<file path="config.mk">
export PLATFORM = sky130hd
export DESIGN_NAME = fetch_stage
export DESIGN_NICKNAME = d
export VERILOG_FILES = /design/src/rtl/fetch_stage_pkg.sv /design/src/rtl/fetch_stage_fifo.sv /design/src/rtl/fetch_stage.sv
export SDC_FILE = /design/constraint.sdc
export NUM_CORES = 1
export LEC_CHECK = 0
export BUFFER_PORTS_ARGS = -buffer_cell sky130_fd_sc_hd__buf_4
export CAP_MARGIN = 20
export CORE_AREA = 8 8 162 164
export CTS_CLUSTER_SIZE = 28
export DETAILED_ROUTE_END_ITERATION = 12
export DIE_AREA = 0 0 170 172
export SETUP_SLACK_MARGIN = 0.02
export SLEW_MARGIN = 40
export SYNTH_ARGS = -nofsm -noshare
export SYNTH_HDL_FRONTEND = slang
export SYNTH_HIERARCHICAL = 1
export SYNTH_SLANG_ARGS = --single-unit
export TNS_END_PERCENT = 20
</file>
<file path="constraint.sdc">
create_clock -name Clk -period 13.21 [get_ports Clk]
set_clock_uncertainty 0.1 [all_clocks]
set_input_delay 2.642 -clock Clk [delete_from_list [all_inputs] [get_ports Clk]]
set_output_delay 2.642 -clock Clk [all_outputs]
set_load 0.01 [all_outputs]
</file>
<file path="src/rtl/fetch_stage_pkg.sv">
// Shared pipeline definitions for the fetch front end and its decode consumer.
// Holds default widths, reset PC, PC increment and the fetch-to-decode bundle.
package fetch_stage_pkg;

    localparam int          ADDR_W_DEF   = 32;
    localparam int          INSTR_W_DEF  = 32;
    localparam logic [31:0] RESET_PC_DEF = 32'h0000_0000;
    localparam int          PC_STEP      = 4;

    typedef enum logic [1:0] {
        FIFO_EMPTY,
        FIFO_PARTIAL,
        FIFO_FULL
    } fifo_state_e;

    typedef struct packed {
        logic [INSTR_W_DEF-1:0] instr;
        logic [ADDR_W_DEF-1:0]  pc;
        logic                   valid;
    } fetch_bundle_t;

endpackage

</file>
<file path="src/rtl/fetch_stage_fifo.sv">
// Instruction buffer between fetch and decode: synchronous FIFO of {instr, pc}.
// Flush empties it in one cycle and overrides any push arriving that cycle.
module fetch_fifo
    import fetch_stage_pkg::*;
#(
    parameter int INSTR_W = INSTR_W_DEF,
    parameter int ADDR_W  = ADDR_W_DEF,
    parameter int DEPTH   = 2
) (
    input  logic                         Clk,
    input  logic                         Rst,
    input  logic                         push_i,
    input  logic [INSTR_W-1:0]           push_instr_i,
    input  logic [ADDR_W-1:0]            push_pc_i,
    input  logic                         pop_i,
    input  logic                         flush_i,
    output logic [$clog2(DEPTH):0]       occ_o,
    output fifo_state_e                  state_o,
    output logic [INSTR_W-1:0]           head_instr_o,
    output logic [ADDR_W-1:0]            head_pc_o
);

    localparam int PTR_W = $clog2(DEPTH);
    localparam int OCC_W = PTR_W + 1;
    localparam logic [OCC_W-1:0] DEPTH_C = OCC_W'(DEPTH);

    logic [INSTR_W-1:0] instr_mem_q [DEPTH];
    logic [ADDR_W-1:0]  pc_mem_q    [DEPTH];
    logic [PTR_W-1:0]   rd_ptr_q, rd_ptr_d;
    logic [PTR_W-1:0]   wr_ptr_q, wr_ptr_d;
    logic [OCC_W-1:0]   occ_q, occ_d;
    logic               do_pop, do_push;

    assign do_pop  = pop_i & (occ_q != '0);
    assign do_push = push_i & ((occ_q < DEPTH_C) | do_pop);

    always_comb begin
        rd_ptr_d = rd_ptr_q;
        wr_ptr_d = wr_ptr_q;
        occ_d    = occ_q;
        if (flush_i) begin
            rd_ptr_d = '0;
            wr_ptr_d = '0;
            occ_d    = '0;
        end else begin
            if (do_pop)  rd_ptr_d = rd_ptr_q + PTR_W'(1);
            if (do_push) wr_ptr_d = wr_ptr_q + PTR_W'(1);
            unique case ({do_push, do_pop})
                2'b10:   occ_d = occ_q + OCC_W'(1);
                2'b01:   occ_d = occ_q - OCC_W'(1);
                default: ;
            endcase
        end
    end

    always_ff @(posedge Clk or negedge Rst) begin
        if (!Rst) begin
            rd_ptr_q <= '0;
            wr_ptr_q <= '0;
            occ_q    <= '0;
        end else begin
            rd_ptr_q <= rd_ptr_d;
            wr_ptr_q <= wr_ptr_d;
            occ_q    <= occ_d;
        end
    end

    // Storage carries data only, so it is left out of reset.
    always_ff @(posedge Clk) begin
        if (do_push && !flush_i) begin
            instr_mem_q[wr_ptr_q] <= push_instr_i;
            pc_mem_q[wr_ptr_q]    <= push_pc_i;
        end
    end

    always_comb begin
        if (occ_q == '0)          state_o = FIFO_EMPTY;
        else if (occ_q == DEPTH_C) state_o = FIFO_FULL;
        else                      state_o = FIFO_PARTIAL;
    end

    assign occ_o        = occ_q;
    assign head_instr_o = (occ_q != '0) ? instr_mem_q[rd_ptr_q] : '0;
    assign head_pc_o    = (occ_q != '0) ? pc_mem_q[rd_ptr_q]    : '0;

endmodule

</file>
<file path="src/rtl/fetch_stage.sv">
// Instruction fetch: PC register, read issue to a 1-cycle instruction memory,
// in-flight tracking and redirect handling, feeding decode through fetch_fifo.
module fetch_stage
    import fetch_stage_pkg::*;
#(
    parameter int                ADDR_W     = ADDR_W_DEF,
    parameter int                INSTR_W    = INSTR_W_DEF,
    parameter logic [ADDR_W-1:0] RESET_PC   = ADDR_W'(RESET_PC_DEF),
    parameter int                FIFO_DEPTH = 2
) (
    input  logic               Clk,
    input  logic               Rst,
    output logic               IMemRe,
    output logic [ADDR_W-1:0]  IMemAddr,
    input  logic [INSTR_W-1:0] IMemRdata,
    input  logic               BranchTaken,
    input  logic [ADDR_W-1:0]  BranchTarget,
    input  logic               DecodeStall,
    output logic               InstrValid,
    output logic [INSTR_W-1:0] InstrOut,
    output logic [ADDR_W-1:0]  PcOut
);

    localparam int OCC_W = $clog2(FIFO_DEPTH) + 1;
    localparam logic [OCC_W:0] DEPTH_C = (OCC_W + 1)'(FIFO_DEPTH);

    logic [ADDR_W-1:0] pc_q, pc_d;
    logic [ADDR_W-1:0] inflight_pc_q, inflight_pc_d;
    logic              inflight_q, inflight_d;
    logic [OCC_W-1:0]  occ;
    fifo_state_e       fifo_state;
    logic              pop, issue, push;
    logic [OCC_W:0]    committed;

    assign InstrValid = (fifo_state != FIFO_EMPTY);
    assign pop        = InstrValid & ~DecodeStall;

    // Slots already spoken for once this cycle's pop leaves; never underflows
    // because a pop implies occ >= 1.
    assign committed = {1'b0, occ} + {{OCC_W{1'b0}}, inflight_q} - {{OCC_W{1'b0}}, pop};
    assign issue     = Rst & ~BranchTaken & (committed < DEPTH_C);
    assign push      = inflight_q & ~BranchTaken;

    assign IMemRe   = issue;
    assign IMemAddr = pc_q;

    always_comb begin
        pc_d          = pc_q;
        inflight_d    = issue;
        inflight_pc_d = inflight_pc_q;
        if (BranchTaken) begin
            pc_d = BranchTarget;
        end else if (issue) begin
            pc_d          = pc_q + ADDR_W'(PC_STEP);
            inflight_pc_d = pc_q;
        end
    end

    always_ff @(posedge Clk or negedge Rst) begin
        if (!Rst) begin
            pc_q       <= RESET_PC;
            inflight_q <= 1'b0;
        end else begin
            pc_q       <= pc_d;
            inflight_q <= inflight_d;
        end
    end

    always_ff @(posedge Clk) begin
        inflight_pc_q <= inflight_pc_d;
    end

    fetch_fifo #(
        .INSTR_W (INSTR_W),
        .ADDR_W  (ADDR_W),
        .DEPTH   (FIFO_DEPTH)
    ) u_fifo (
        .Clk          (Clk),
        .Rst          (Rst),
        .push_i       (push),
        .push_instr_i (IMemRdata),
        .push_pc_i    (inflight_pc_q),
        .pop_i        (pop),
        .flush_i      (BranchTaken),
        .occ_o        (occ),
        .state_o      (fifo_state),
        .head_instr_o (InstrOut),
        .head_pc_o    (PcOut)
    );

endmodule

</file>
==> flow_metrics.py, run 1 <==
metrics = {
    "outcome": {
        "status": "complete, no violations",
    },
    "logic_synthesis": {
        "yosys-top-cells-area": "edfxtp_1, dfrtp_1, mux2i_1, nor2_1, o21ai_0",
        "yosys_register_bits": 197,
        "ys.flop_type": "edfxtp_1",
        "synth.distinct_cells": 52,
        "synth_area_sq_um": 8160,
        "ys_async_sr_fraction": 0.188,
        "postSynthCellCount": 572,
        "seq_area_frac_synth": 0.702,
        "syn-mean-instance-area_sq_um": 14.3,
        "yosysTopAreaCell": "edfxtp_1",
        "synth_edf_count": 160,
        "ys_warn_count": 6,
        "postSynthNetCount": 643,
        "synth_top_area_frac": 0.589,
    },
    "sta": {
        "holdWs_ps": 345,
        "finalSetupTns_ps": 0,
        "rsz0062_at_grt": "false",
        "fin_crit_sh": 0.571,
        "min_period_ps": 7540,
        "drv_slew": 0,
        "tightest_slew_ps": 739,
        "final_hold_viol_count": 0,
        "setup_viol": 0,
        "max_slew_margin": 0.508,
        "fmax_mhz": 133,
    },
    "cts": {
        "insertion_delay_ps": 430,
        "clkTransAtPathRegs_ps": 70,
        "cts_buffer_depth": 2,
        "cts_max_level": 4,
        "hold_buffers": 0,
        "cts_inserted_buffers": 17,
        "clock-root-buffer": "clkbuf_16",
        "post_cts_buffers": 0,
        "cts_resized": 0,
        "cts_tree": "done",
        "clock_sinks": 197,
    },
    "drt": {
        "drtIter0Drc": 357,
        "wl_per_cell_um": 17.7,
        "ant_nets": 0,
        "drt_wl_total_mm": 19.0,
        "dr.pass1.iters": 4,
        "drc": 0,
        "vias_per_cell": 4.80,
        "dr_total_vias": 5128,
    },
    "critical_path": {
        "cp_max_fo": 7,
        "cp-end-kind": "output port",
        "arrival_ps": 4800,
        "worstSetupStartpointType": "input pin",
        "cp.required_ps": 10470,
        "path_class": "input pin to output port",
    },
    "job": {
        "maxCapViolCount": 0,
    },
    "place": {
        "dpl.hpwl_mm": 12.6,
        "port_buffers": 165,
        "gp_congestion": 0.743,
        "place_area_sq_um": 9700,
    },
    "global_route": {
        "grt_max_degree": 68,
        "overflow": 0,
        "grt_pass1_vias": 4978,
        "antenna_found_initial": 0,
        "track_usage": 0.128,
        "grt_pass1_wl_mm": 28.6,
    },
    "layout": {
        "nNetsFinal": 803,
        "areaGrowthSynthToFinish_pct": 25.8,
        "postLayoutCellArea_sq_um": 10300,
        "finalCoreUtilization": 0.431,
        "drive_gt1_frac": 0.287,
        "antenna_cells": 0,
    },
    "power_and_ir_drop": {
        "p_per_area_nw_per_um2": 130,
        "p_leak_nw": 3.70,
        "finalPower_w": 0.00134,
        "peakVddDrop_v": 0.0000785,
    },
    "die": {
        "num_io_pins": 166,
        "die_w_um": 170,
        "die_h_um": 172,
        "placementRows": 57,
        "floorplan.die_area_sq_um": 29200,
        "core_sq_um": 23800,
        "start_util": 0.343,
    },
    "hold_path": {
        "min_path_type": "flop to flop",
    },
}
[worst paths after layout]
check	from	to	slack (ps)	cells past startpoint
min	inflight_pc_q[21]$_DFFE_PP_	u_fifo/pc_mem_q[0][21]$_DFFE_PP_	340	0
max reg2reg	u_fifo/occ_o[1]$_DFFE_PN0P_	inflight_pc_q[28]$_DFFE_PP_	9230	9
min in group asynchronous	Rst	IMemAddr[2]$_DFFE_PN0P_	2090	1
max in group asynchronous	Rst	u_fifo/rd_ptr_q$_DFFE_PN0P_	10520	1
min reg2reg	inflight_pc_q[21]$_DFFE_PP_	u_fifo/pc_mem_q[0][21]$_DFFE_PP_	340	0
max	DecodeStall	IMemRe	5670	8
[area by class of cell]
class,instances,area (sq um)
well taps,324,405
fillers,2253,13600
multi-input cells,337,2230
clock inverters,14,129
clock buffers,18,439
inverters,8,30.0
repair buffers,171,1290
flip-flops and latches,197,5730
[logic make-up after synthesis]
| group | share of synthesized area |
|---|---|
| multiplexers | 0.0825 |
| flip-flops | 0.702 |
| AND/OR/NAND/NOR | 0.124 |
| adder cells (fa/ha/maj) | 0.00552 |
| AO/OA/AOI/OAI | 0.0485 |
| buffers and inverters | 0.0267 |
| XOR/XNOR | 0.0106 |
[layout by cell type (no fill, tap or decap), types with 4 or more instances in the layout]
cell type	n
buf_4	169
edfxtp_1	160
nor2_1	79
mux2i_1	65
dfrtp_1	36
nand2_1	21
o21ai_0	21
nand3_1	18
clkbuf_16	17
nand4_1	12
nor2b_1	10
and4_1	10
inv_1	8
or4_1	7
nor3_1	6
a22oi_1	6
nor4_1	6
a31oi_1	6
and3_1	5
or3_1	5
o211ai_1	5
xor2_1	4
a21oi_1	4
a211o_1	4
o31ai_1	4
xnor2_1	4
[critical path, stage by stage]
cell and delay [ps]:
buf_4 110, nor2b_1 350, ha_1 310, nand2b_1 150
fa_1 440, xor2_1 460, nor3_1 140, buf_4 190
[routing by layer]
layer  GRT usage  routed length [um]  vias up
met5           0                   0        -
met4      0.0427                 204        0
met3      0.0372                1040       12
met2       0.207                9070      133
met1       0.163                8650     2504
li1            -                   -     2479
[metrics by stage]
| step | std cells | worst slack (ps) |
|---|---|---|
| floorplan | 572 | 4590 |
| global placement | 1037 | 5730 |
| detailed placement | 1037 | 5670 |
| CTS | 1069 | 5660 |
| global route | 1069 | 5550 |
| finish | 1069 | 5670 |
[power breakdown]
part / leakage, nW / internal (W) / total (W) / switching, W
clock network: 0.274 / 0.000267 / 0.000497 / 0.000230
registers: 1.89 / 0.000699 / 0.000724 / 0.0000252
logic: 1.54 / 0.0000557 / 0.000117 / 0.0000617
[cell usage after synthesis (2+ instances only)]
cell type,count
edfxtp_1,160
nor2_1,80
mux2i_1,65
dfrtp_1,37
nand2_1,21
o21ai_0,21
nand3_1,18
nand4_1,12
buf_2,11
and4_1,10
clkbuf_1,10
nor2b_1,10
inv_1,8
nor3_1,8
or4_1,7
a22oi_1,6
a31oi_1,6
nor4_1,6
and3_1,5
buf_6,5
o211ai_1,5
or3_1,5
a211o_1,4
a21oi_1,4
o31ai_1,4
xnor2_1,4
xor2_1,4
nand3b_1,3
o211a_1,3
or2_2,3
ha_1,2
mux2_2,2
nand2b_1,2
nor4b_1,2
o311ai_0,2
[registers in the layout (all words and copies together) (netlist names)]
| signal | flops |
|---|---|
| u_fifo/rd_ptr_q | 1 |
| IMemAddr | 32 |
| u_fifo/occ_o | 2 |
| u_fifo/instr_mem_q | 64 |
| u_fifo/pc_mem_q | 64 |
| u_fifo/wr_ptr_q | 1 |
| inflight_pc_q | 32 |
| inflight_q | 1 |
(Power assumes the default switching activity.)
==> run 2: changes to the inputs <==
- ABC_AREA: default -> 1
- CORE_AREA: 8 8 162 164 -> 8 8 167 169
- DIE_AREA: 0 0 170 172 -> 0 0 175 177
- clock period: 13.21 -> 6.12 ns (I/O delays scaled with it)
==> flow_metrics.py, run 2 <==
metrics = {
    "die": {
        "core_sq_um": 25500,
        "placementRows": 59,
        "floorplan.die_area_sq_um": 31000,
        "die_h_um": 177,
        "start_util": 0.342,
        "num_io_pins": 166,
        "die_w_um": 175,
    },
    "logic_synthesis": {
        "yosys-top-cells-area": "edfxtp_1, nand2_1, dfrtp_1, a21oi_2, nand3_1",
        "ys_warn_count": 6,
        "yosys_register_bits": 197,
        "postSynthCellCount": 805,
        "synth_top_cells_by_count": "nand2_1, edfxtp_1, nand3_1",
        "synthSimpleGateAreaFrac": 0.204,
        "yosys-mux-area-fraction": 0.00115,
        "syn-mean-instance-area_sq_um": 10.8,
        "synth-xor-area-share": 0.00806,
        "synth.most_common_cell": "nand2_1",
        "synth_area_sq_um": 8700,
        "synth_edf_count": 160,
        "synth-adder-area-share": 0.00518,
        "ys.flop_type": "edfxtp_1",
        "postSynthNetCount": 876,
        "synth_top_area_frac": 0.552,
        "synth_compound_area_frac": 0.0728,
        "synth_top_family_by_area": "simple AND/OR/NAND/NOR gates",
        "synth.distinct_cells": 32,
        "ys_async_sr_fraction": 0.188,
        "seq_area_frac_synth": 0.659,
        "yosysTopAreaCell": "edfxtp_1",
    },
    "hold_path": {
        "hold_end": "u_fifo/pc_mem_q[1][17]$_DFFE_PP_",
        "hold_depth": 0,
        "hold_path.startpoint": "inflight_pc_q[17]$_DFFE_PP_",
        "min_path_type": "flop to flop",
    },
    "outcome": {
        "status": "complete, no violations",
    },
    "cts": {
        "cts_buffer_depth": 2,
        "post_cts_buffers": 0,
        "clock_sinks": 197,
        "hold_buffers": 0,
        "cts_resized": 0,
        "cts_inserted_buffers": 17,
        "clkTransAtPathRegs_ps": 60,
        "insertion_delay_ps": 420,
        "clock-root-buffer": "clkbuf_16",
        "cts_tree": "done",
        "cts_max_level": 4,
    },
    "drt": {
        "wl_per_cell_um": 16.0,
        "dr_total_vias": 6061,
        "ant_nets": 0,
        "dr.pass1.iters": 5,
        "vias_per_cell": 4.61,
        "drtIter0Drc": 383,
        "drc": 0,
        "drt_wl_total_mm": 21.0,
    },
    "sta": {
        "rsz0062_at_grt": "false",
        "holdWs_ps": 343,
        "setup_slack_ps": 1500,
        "setup_viol": 0,
        "min_period_ps": 4620,
        "drv_slew": 0,
        "max_slew_margin": 0.501,
        "tightest_slew_ps": 749,
        "final_hold_viol_count": 0,
        "fin_crit_sh": 0.755,
        "finalSetupTns_ps": 0,
        "fmax_mhz": 217,
    },
    "layout": {
        "layout_common_cells": "nand2_1, buf_4, edfxtp_1",
        "final_common_cell": "nand2_1",
        "drive_gt1_frac": 0.296,
        "areaGrowthSynthToFinish_pct": 24.1,
        "nNetsFinal": 1037,
        "top_regs": "u_fifo/instr_mem_q: 64 flops, u_fifo/pc_mem_q: 64 flops",
        "final_cells": 1314,
        "antenna_cells": 0,
    },
    "critical_path": {
        "cp.required_ps": 4800,
        "path_class": "input pin to output port",
        "cp_max_fo": 5,
        "worst_r2r_path_depth": 13,
        "r2r_start": "u_fifo/occ_o[1]$_DFFE_PN0P_",
        "cp-end-kind": "output port",
        "worstSetupStartpointType": "input pin",
        "rrSetupSlack_ps": 2540,
        "arrival_ps": 3290,
        "rr_endpoint": "IMemAddr[5]$_DFFE_PN0P_",
    },
    "global_route": {
        "antenna_found_initial": 0,
        "track_usage": 0.137,
        "grt_pass1_vias": 5924,
        "overflow": 0,
        "grt_max_degree": 66,
        "grt_pass1_wl_mm": 33.1,
    },
    "power_and_ir_drop": {
        "pwr-share-comb": 0.343,
        "p_sw_w": 0.00162,
        "pwr-share-clk": 0.229,
        "p_per_area_nw_per_um2": 413,
        "p_int_w": 0.00284,
        "sw_frac_of_total": 0.363,
        "p_leak_nw": 4.33,
        "p_seq_frac": 0.428,
        "peakVddDrop_v": 0.000225,
    },
    "place": {
        "dp.cells": 1282,
        "dp_worst_setup_slack_ps": 1490,
        "port_buffers": 165,
        "dpl.hpwl_mm": 14.5,
        "gp_congestion": 0.814,
    },
    "job": {
        "maxCapViolCount": 0,
    },
}
-- run 2: changes by cell type after synthesis, moves of 9 or more --
cell     change
inv_1       +42
mux2i_1     -64
nor2b_1     -10
nor2_1      -38
nand2_1    +273
nand3_1     +59
and4_1      -10
a21oi_2     +61
nand4_1      -9
o21ai_0     -20
-- run 2: power by group through the flow --
stage	combinational (W)	clock (W)	sequential, W
floorplan	0.000893	0	0.00190
global placement	0.00153	0	0.00193
detailed placement	0.00157	0	0.00194
CTS	0.00157	0.00106	0.00191
global route	0.00170	0.00112	0.00194
finish	0.00153	0.00102	0.00191
-- run 2: per-layer routing --
layer	vias up	share of wire	GRT usage
met2	164	0.47	0.221
met4	0	0.018	0.0459
met1	2856	0.46	0.177
met5	-	0	0
li1	3020	-	-
met3	21	0.059	0.0346
-- run 2: cells by family (layout without fill, tap and decap cells) --
family / after synthesis / after routing
fa+ha+maj: 3 / 3
buf+inv: 87 / 261
flops: 197 / 197
compound gates: 77 / 77
simple gates: 432 / 432
mux: 1 / 1
xor+xnor: 8 / 8
-- run 2: final cells by class --
cell class | count | area (sq um)
clock inverter | 14 | 104
tap | 335 | 419
clock buffer | 18 | 429
inverter | 53 | 201
sequential | 197 | 5730
multi-input combinational | 521 | 2570
timing repair buffer | 176 | 1340
fill | 2469 | 14700
-- run 2: worst max-delay path, stage by stage --
cell and delay, ps:
buf_4 100, a21oi_1 360, ha_1 310, or2_2 310, fa_1 490, inv_1 90
nor3_4 250, buf_4 160
-- run 2: metrics by stage --
step	total power, W	utilization	instance area (sq um)
floorplan	0.00279	-	8700
global placement	0.00346	0.402	10200
detailed placement	0.00351	0.403	10300
CTS	0.00454	0.424	10800
global route	0.00476	0.424	10800
finish	0.00446	0.424	10800
-- run 2: how the worst max path moves through the flow --
stage	from	end	slack, ps	depth (start not counted)
after floorplan	DecodeStall	inflight_pc_q[0]$_DFFE_PP_	650	6
after global placement	DecodeStall	IMemRe	1520	8
after detailed placement	DecodeStall	IMemRe	1490	8
after CTS	DecodeStall	IMemRe	1490	8
after global routing	DecodeStall	IMemRe	1380	8
final	DecodeStall	IMemRe	1500	8
